===== config.mk =====
export PLATFORM = sky130hd
export DESIGN_NAME = plic_claim_sequencer
export DESIGN_NICKNAME = d
export VERILOG_FILES = /design/src/rtl/plic_seq_pkg.sv /design/src/rtl/reg_intf_pkg.sv /design/src/rtl/plic_claim_sequencer_timeout.sv /design/src/rtl/plic_claim_sequencer.sv
export SDC_FILE = /design/constraint.sdc
export NUM_CORES = 1
export LEC_CHECK = 0
export ABC_AREA = 1
export CORE_MARGIN = 4
export CORE_UTILIZATION = 30
export DETAILED_ROUTE_END_ITERATION = 16
export MAX_ROUTING_LAYER = met4
export PLACE_DENSITY = 0.75
export SLEW_MARGIN = 15
export SYNTH_ARGS = -nofsm -noshare
export SYNTH_HDL_FRONTEND = slang
export SYNTH_SLANG_ARGS = --single-unit

===== constraint.sdc =====
create_clock -name clk_i -period 2.1 [get_ports clk_i]
set_input_delay 0.42 -clock clk_i [delete_from_list [all_inputs] [get_ports clk_i]]
set_output_delay 0.42 -clock clk_i [all_outputs]
set_load 0.01 [all_outputs]

===== src/rtl/plic_seq_pkg.sv =====
// Shared types and address helpers for the PLIC claim/complete sequencer.
package plic_seq_pkg;

  typedef enum logic [2:0] {
    IDLE      = 3'd0,
    CLAIM     = 3'd1,
    DISPATCH  = 3'd2,
    WAIT_DONE = 3'd3,
    COMPLETE  = 3'd4
  } plic_seq_state_e;

  localparam logic [31:0] PLIC_CC_BASE   = 32'h0020_0004;
  localparam logic [31:0] PLIC_CC_STRIDE = 32'h1000;
  localparam logic [3:0]  WSTRB_ALL      = 4'hF;

  // Byte address of the claim/complete register of a given target context.
  function automatic logic [31:0] cc_addr(input int unsigned target);
    return PLIC_CC_BASE + 32'(target) * PLIC_CC_STRIDE;
  endfunction

endpackage


===== src/rtl/reg_intf_pkg.sv =====
// Register-bus payload types shared by the PLIC register masters and slaves.
package reg_intf;

  localparam int unsigned ADDR_W = 32;
  localparam int unsigned DATA_W = 32;
  localparam int unsigned STRB_W = DATA_W / 8;

  // Request from a register-bus master.
  typedef struct packed {
    logic [ADDR_W-1:0] addr;
    logic              write;
    logic [DATA_W-1:0] wdata;
    logic [STRB_W-1:0] wstrb;
    logic              valid;
  } reg_intf_req_a32_d32;

  // Response from a register-bus slave.
  typedef struct packed {
    logic [DATA_W-1:0] rdata;
    logic              error;
    logic              ready;
  } reg_intf_resp_d32;

endpackage


===== src/rtl/plic_claim_sequencer_timeout.sv =====
// WAIT_DONE watchdog counter; instantiated only when PLIC_CLAIM_TIMEOUT_EN is defined.
module plic_seq_timeout #(
  parameter int unsigned TIMEOUT_CYCLES = 1024
) (
  input  logic clk_i,
  input  logic rst_ni,
  input  logic clear,
  input  logic count,
  output logic expired
);

  localparam int unsigned CNTW = $clog2(TIMEOUT_CYCLES + 1);
  localparam logic [CNTW-1:0] LIMIT = CNTW'(TIMEOUT_CYCLES - 1);
  localparam logic [CNTW-1:0] SAT   = CNTW'(TIMEOUT_CYCLES);

  logic [CNTW-1:0] cnt_q;

  // Count edges spent waiting; holds at the limit instead of wrapping.
  always_ff @(posedge clk_i or negedge rst_ni) begin
    if (!rst_ni) begin
      cnt_q <= '0;
    end else if (clear) begin
      cnt_q <= '0;
    end else if (count && (cnt_q != SAT)) begin
      cnt_q <= cnt_q + CNTW'(1);
    end
  end

  // The edge that would bring the count to TIMEOUT_CYCLES is the expiry edge.
  assign expired = (cnt_q >= LIMIT);

endmodule


===== src/rtl/plic_claim_sequencer.sv =====
// Claim/complete sequencer for one PLIC target context: claims on eip, hands the
// ID to a hardware consumer, then writes it back to complete the interrupt.
// Optional consumer watchdog: define PLIC_CLAIM_TIMEOUT_EN.
module plic_claim_sequencer
  import plic_seq_pkg::*;
#(
  parameter int unsigned N_SOURCE       = 30,
  parameter int unsigned SRCW           = $clog2(N_SOURCE + 1),
  parameter logic [31:0] CC_ADDR        = cc_addr(0),
  parameter int unsigned TIMEOUT_CYCLES = 1024
) (
  input  logic                         clk_i,
  input  logic                         rst_ni,
  input  logic                         enable_i,
  input  logic                         eip_i,
  output reg_intf::reg_intf_req_a32_d32 req_o,
  input  reg_intf::reg_intf_resp_d32   resp_i,
  output logic                         id_valid_o,
  output logic [SRCW-1:0]              id_o,
  input  logic                         id_ready_i,
  input  logic                         done_i,
  output logic                         busy_o,
  output logic                         err_o,
  output logic                         timeout_o
);

  localparam reg_intf::reg_intf_req_a32_d32 CLAIM_REQ = '{
    addr:  CC_ADDR,
    write: 1'b0,
    wdata: 32'h0,
    wstrb: 4'h0,
    valid: 1'b1
  };

  plic_seq_state_e               state_q;
  logic [SRCW-1:0]               id_q;
  logic [SRCW-1:0]               rdata_id;
  reg_intf::reg_intf_req_a32_d32 complete_req;
  logic                          unused_rdata;

  assign rdata_id     = resp_i.rdata[SRCW-1:0];
  assign unused_rdata = ^resp_i.rdata[31:SRCW];
  assign id_o         = id_q;

  // Completion write carries the claimed ID zero-extended to the bus width.
  assign complete_req = '{
    addr:  CC_ADDR,
    write: 1'b1,
    wdata: 32'(id_q),
    wstrb: WSTRB_ALL,
    valid: 1'b1
  };

`ifdef PLIC_CLAIM_TIMEOUT_EN
  logic tmo_clear;
  logic tmo_count;
  logic tmo_expired;
  logic timeout_q;

  assign tmo_clear = (state_q != WAIT_DONE);
  assign tmo_count = (state_q == WAIT_DONE);
  assign timeout_o = timeout_q;

  plic_seq_timeout #(
    .TIMEOUT_CYCLES(TIMEOUT_CYCLES)
  ) u_timeout (
    .clk_i  (clk_i),
    .rst_ni (rst_ni),
    .clear  (tmo_clear),
    .count  (tmo_count),
    .expired(tmo_expired)
  );
`else
  logic [31:0] unused_cfg;

  assign unused_cfg = 32'(TIMEOUT_CYCLES);
  assign timeout_o  = 1'b0;
`endif

  // Sequencer FSM; bus request and handshake outputs are registered alongside the state.
  always_ff @(posedge clk_i or negedge rst_ni) begin
    if (!rst_ni) begin
      state_q    <= IDLE;
      id_q       <= '0;
      req_o      <= '0;
      id_valid_o <= 1'b0;
      busy_o     <= 1'b0;
      err_o      <= 1'b0;
`ifdef PLIC_CLAIM_TIMEOUT_EN
      timeout_q  <= 1'b0;
`endif
    end else begin
      err_o <= 1'b0;
`ifdef PLIC_CLAIM_TIMEOUT_EN
      timeout_q <= 1'b0;
`endif
      case (state_q)
        IDLE: begin
          if (enable_i && eip_i) begin
            state_q <= CLAIM;
            req_o   <= CLAIM_REQ;
            busy_o  <= 1'b1;
          end
        end

        CLAIM: begin
          // Request stays up unchanged until the slave is ready.
          if (resp_i.ready) begin
            id_q  <= rdata_id;
            req_o <= '0;
            if (resp_i.error) begin
              err_o   <= 1'b1;
              state_q <= IDLE;
              busy_o  <= 1'b0;
            end else if (rdata_id == '0) begin
              state_q <= IDLE;
              busy_o  <= 1'b0;
            end else begin
              id_valid_o <= 1'b1;
              state_q    <= DISPATCH;
            end
          end
        end

        DISPATCH: begin
          if (id_ready_i) begin
            id_valid_o <= 1'b0;
            state_q    <= WAIT_DONE;
          end
        end

        WAIT_DONE: begin
          if (done_i) begin
            req_o   <= complete_req;
            state_q <= COMPLETE;
          end
`ifdef PLIC_CLAIM_TIMEOUT_EN
          else if (tmo_expired) begin
            timeout_q <= 1'b1;
            req_o     <= complete_req;
            state_q   <= COMPLETE;
          end
`endif
        end

        COMPLETE: begin
          // A failed completion is reported but never retried.
          if (resp_i.ready) begin
            req_o   <= '0;
            err_o   <= resp_i.error;
            state_q <= IDLE;
            busy_o  <= 1'b0;
          end
        end

        default: begin
          state_q    <= IDLE;
          req_o      <= '0;
          id_valid_o <= 1'b0;
          busy_o     <= 1'b0;
        end
      endcase
    end
  end

endmodule


=== Word level (Yosys, flattened, before mapping) ===
Cells that the tools add are included.

* Equality and inequality tests: 13
* Muxes and demuxes: 27
* Bitwise logic cells: 3
* Reduce and logical (&&, ||, !) cells: 11

{| class="wikitable"
|+ Operators by type and width
! operator !! count
|-
| 70-bit case mux with 4 select lines || 1
|-
| 70-bit 2-to-1 mux || 3
|-
| 3-bit 2-to-1 mux || 5
|-
| 3-bit case mux with 5 select lines || 1
|-
| 5-bit AND reduction || 3
|-
| 2-bit inequality test (second input constant) || 7
|-
| 1-bit 2-to-1 mux || 12
|-
| 3-bit by 2-bit == test with 1-bit output (second input constant) || 2
|-
| 5-bit zero test || 1
|-
| 2-bit 2-to-1 mux || 2
|-
| 1-bit case mux with 4 select lines || 1
|-
| 4-bit AND reduction || 1
|-
| 2-bit OR reduction || 2
|-
| 3-bit by 1-bit == test with 1-bit output (second input constant) || 1
|-
| 3-bit == test (second input constant) || 1
|-
| 3-bit zero test || 1
|-
| 3-bit inequality test (second input constant) || 1
|-
| 1-bit inverter || 3
|-
| 1-bit case mux with 3 select lines || 1
|-
| 3-bit OR reduction || 1
|-
| 2-bit by 1-bit inequality test with 1-bit output (second input constant) || 1
|-
| 1-bit case mux with 2 select lines || 1
|-
| 2-bit AND reduction || 1
|-
| 1-bit logical AND || 1
|}

* Bits in registers: 81
* Input port bits: 40
* Output and inout port bits: 79
* Word-level logic and storage cells: 64

=== Depth between registers and ports, before layout ===
* Depth after elaboration: 5
* Depth in mapped cells: 10
* Depth with buffers taken out: 9

=== Least setup slack after synthesis ===
Ideal clock, no wire load.

* Path type: register -> register
* From: register state_q[2]
* To: register req_o[5] (netlist bit)
* Arrival: 1.173 ns
* Path slack: 0.809 ns
* Stages on the path, launching flop included: 10
* Buffers on the path: 1
* Clock period less this slack: 1.291 ns
* Cells stage by stage: dfrtp_1 -> inv_2 -> nand2_2 -> nor2_4 -> nand2_2 -> nand2_2 -> inv_2 -> nand2_4 -> buf_12 -> o21ai_2

* Longest elaborated chain between the ends: 4
* Elaborated cells on any way between the ends: 12
* Classes of those cells: eq/ne (7); mux (1); bitwise (1); reduce/logical (3)

{| class="wikitable"
|+ RTL lines
! item !! line !! RTL
|-
| start: declaration || plic_claim_sequencer.sv:35 || <nowiki>plic_seq_state_e state_q;</nowiki>
|-
| start signal: assignment || plic_claim_sequencer.sv:83 || <nowiki>state_q <= IDLE;</nowiki>
|-
| start signal: assignment || plic_claim_sequencer.sv:100 || <nowiki>state_q <= CLAIM;</nowiki>
|-
| start signal: assignment || plic_claim_sequencer.sv:113 || <nowiki>state_q <= IDLE;</nowiki>
|-
| 3-bit == test / 3-bit by 1-bit == test with 1-bit output (equally long branches) || plic_claim_sequencer.sv:97 || <nowiki>case (state_q)</nowiki>
|-
| 2-bit OR reduction (no source line) || n/a ||
|-
| 2-bit by 1-bit inequality test with 1-bit output (no source line) || n/a ||
|-
| 4-bit AND reduction (no source line) || n/a ||
|-
| end signal: assignment || plic_claim_sequencer.sv:134 || <nowiki>req_o <= complete_req;</nowiki>
|-
| end: declaration || plic_claim_sequencer.sv:16 || <nowiki>output reg_intf::reg_intf_req_a32_d32 req_o,</nowiki>
|}

Parallel ways exist; a longest one is shown, timed or not.
A chain may end at the register's enable or synchronous reset.

==> run_results.csv <==
group,metric,value,unit
flow_run,timing.max_cap.violations,0,
synth,syn-instance-count,175,
critical_path,path_class,"flip-flop to primary output",
clocking,cts.htree.levels,1,
clocking,cts_repair_resized_insts,0,
final_layout,non_filler_instances,272,
place,gp_congestion,0.820,
synth,synth.top_cell.area_share,32.6,%
floorplanning,num_io_pins,119,
synth,yosysWarnings,0,
pwr,post-layout-total-power,2.03,mW
synth,synthesis.area_per_instance,8.42,um2
floorplanning,die_w,78.1,um
sta,hold_viol_final,0,
pwr,switching_share,43.8,%
floorplanning,initial_core_util,31.0,%
final_layout,post_route_cells_drive_above_1_share,16.6,%
place,dp.final_hpwl,2150,um
floorplanning,core,0.00475,mm2
final_layout,multiInputGateArea,688,um2
sta,rsz0062_at_grt,"no",
critical_path,critPathLaunchType,"flip-flop",
synth,yosys_most_used_dff,"dfrtp_1",
clocking,post_cts_buffers,0,
critical_path,crit_end_category,"primary output",
route,wirelength,2520,um
route,drt_first_iter_violations,48,
pwr,p_sw,0.888,mW
floorplanning,die_height,78.1,um
clocking,tritoncts_num_sinks,18,
sta,post_route_clock_period_utilization,81.6,%
critical_path,cp_data_arrival_time,1290,ps
critical_path,timing.reg2reg.setup_slack,630,ps
synth,synth_top_cell_by_area,"buf_4",
sta,layout_min_cycle_time,1710,ps
critical_path,critical-path-slowest-cell,"clkdlybuf4s50_1",
clocking,cts_root_buf,"clkbuf_8",
place,placed_area,0.00161,mm2
final_layout,fill_cells,531,
critical_path,worst_path_largest_cell_delay,590,ps
min_path,holdCritPathClass,"flip-flop to flip-flop",
status,outcome,"finished, final reports clean",
floorplanning,number_of_cell_rows,25,
clocking,cts_tree,"done",
final_layout,layout-area-overhead-vs-synth,12.9,%
clocking,cts_inserted_buffers,3,
synth,yosys_register_bits,18,
sta,setup-tns-final,0,ps
critical_path,cp_data_required_time,1680,ps
global_routing,grt_first_pass_wirelength,3910,um
route,antenna_left,0,
synth,synth_cell_types,21,
place,port_buffers,33,
floorplanning,floorplan.die_area,0.00610,mm2
pwr,p_leak,0.864,nW
route,routed_via_density,3.56,
sta,timing.fmax,0.584,GHz
final_layout,finalInstanceArea,0.00166,mm2
sta,timing_max_transition_violations_final,0,
sta,finalSetupViolations,0,
clocking,cts.path.max_buffers,2,
route,drc,0,
final_layout,antennaDiodeCount,0,
synth,number_of_enable_flip_flop_cells_after_synthesis,0,
route,drt-wirelength-per-cell,9.28,um
critical_path,critical_path_peak_fanout,6,
route,via_count,969,
synth,syn-cell-area,0.00147,mm2
pwr,clock_power_share,14.1,%
pwr,power-per-cell-area,1220,mW/mm2
synth,synth_most_common_cell,"buf_4",
clocking,clock_insertion_delay_worst_skew,250,ps
critical_path,path_delay_family,"buffers and inverters",
global_routing,grt_util_all_layers,8.10,%
final_layout,fin_nets,246,
synth,postSynth.asyncResetShare,100,%
final_layout,ff_latch_area,450,um2
pwr,seqPwrFrac,30.2,%
synth,synth.top_cells.by_count,"buf_4, nand2_1, dfrtp_1",
synth,synth_top_cells_by_area,"buf_4, dfrtp_1, nand2_1, nand2_4, nand3_1",
global_routing,grt_antenna_before_repair,0,
critical_path,critical_path.cell_chain,"clkdlybuf4s50_1",
critical_path,critical_path_buf_inv_count,1,
global_routing,number_of_global_route_vias_before_repair,862,
pwr,internal_power,1.14,mW
global_routing,pin_count_of_the_biggest_net_entering_global_routing,19,
sta,skew,1.85,ps
place,placedCellCount,268,
clocking,number_of_buffers_inserted_by_hold_repair_at_cts,0,
route,pre_repair_dr_iteration_count,4,
clocking,clk_pin_slew,70,ps
synth,ys_seq_area_share,30.6,%
pwr,power_frac_comb,55.7,%
pwr,peakVddDrop,0.401,mV
global_routing,grt-ovfl-total,0,
path summary, 6_finish.rpt:
| path | startpoint | to | cells past startpoint |
|---|---|---|---|
| max | req_o[3] | req_o[37] | 1 |
| min | req_o[9] | req_o[9] | 2 |
| max reg2reg | state_q[2] | req_o[9] | 9 |
| min reg2reg | req_o[9] | req_o[9] | 2 |
| max in group asynchronous | rst_ni | id_o[3] | 2 |
| min in group asynchronous | rst_ni | req_o[40] | 2 |
per-stage QoR:
stage,hold slack (ps),setup slack (ps),util [%]
after floorplan,124,809,-
after global placement,468,202,33.8
after detailed placement,470,188,33.8
after CTS,487,370,35.0
after global routing,513,297,35.0
final,484,386,35.0
cells in the final DEF (no fill, tap or decap):
cell / instances
nand4_1: 1
buf_4: 1
inv_1: 8
mux2_2: 2
nand2_2: 7
o21ai_0: 4
inv_2: 5
dfrtp_1: 18
conb_1: 58
nor2_8: 1
clkbuf_8: 4
clkdlybuf4s50_1: 33
nand2_4: 6
nor3_4: 1
nor2_4: 1
nor2_2: 1
nand2_1: 25
mux2_1: 2
o21ai_2: 5
nand3_1: 10
a21oi_1: 1
nor2_1: 11
layout make-up:
class / count / area share [%]
Clock buffer: 4 / 3.31
Inverter: 13 / 2.93
Multi-Input combinational cell: 136 / 41.4
Sequential cell: 18 / 27.1
Tap cell: 67 / 5.04
Timing Repair Buffer: 34 / 20.3
kinds of logic after synthesis:
kind of cell           count (synthesis)  synth area share [%]
buffers and inverters                 78                  37.3
other                                  1                 0.254
AO/OA/AOI/OAI                         10                  4.67
flip-flops                            18                  30.6
AND/OR/NAND/NOR                       64                  24.2
multiplexers                           4                  3.06
state kept, by name, indices dropped and copies added (netlist names):
signal	count
req_o	7
id_o	5
state_q	3
busy_o	1
err_o	1
id_valid_o	1
per-layer routing:
layer  GRT usage, %  vias to the layer above  part of all wire (%)
li1               -                      484                     -
met5              -                        -                     0
met3          0.344                        2                   8.4
met1           9.78                      434                    39
met4           4.72                        0                  0.55
met2           13.5                       49                    52
worst min-delay path, cell delays in order, from the launching register on:
cell and delay [ps]:
dfrtp_1 340, nand2_1 60, o21ai_2 50
power by group through the flow:
stage	Sequential [mW]	Combinational, mW	Clock (mW)
finish	0.613	1.13	0.285
global route	0.641	1.25	0.303
CTS	0.615	1.15	0.294
detailed placement	0.619	1.14	0
global placement	0.617	1.13	0
floorplan	0.651	0.869	0
Note: power is estimated with default switching activity, not from simulation.
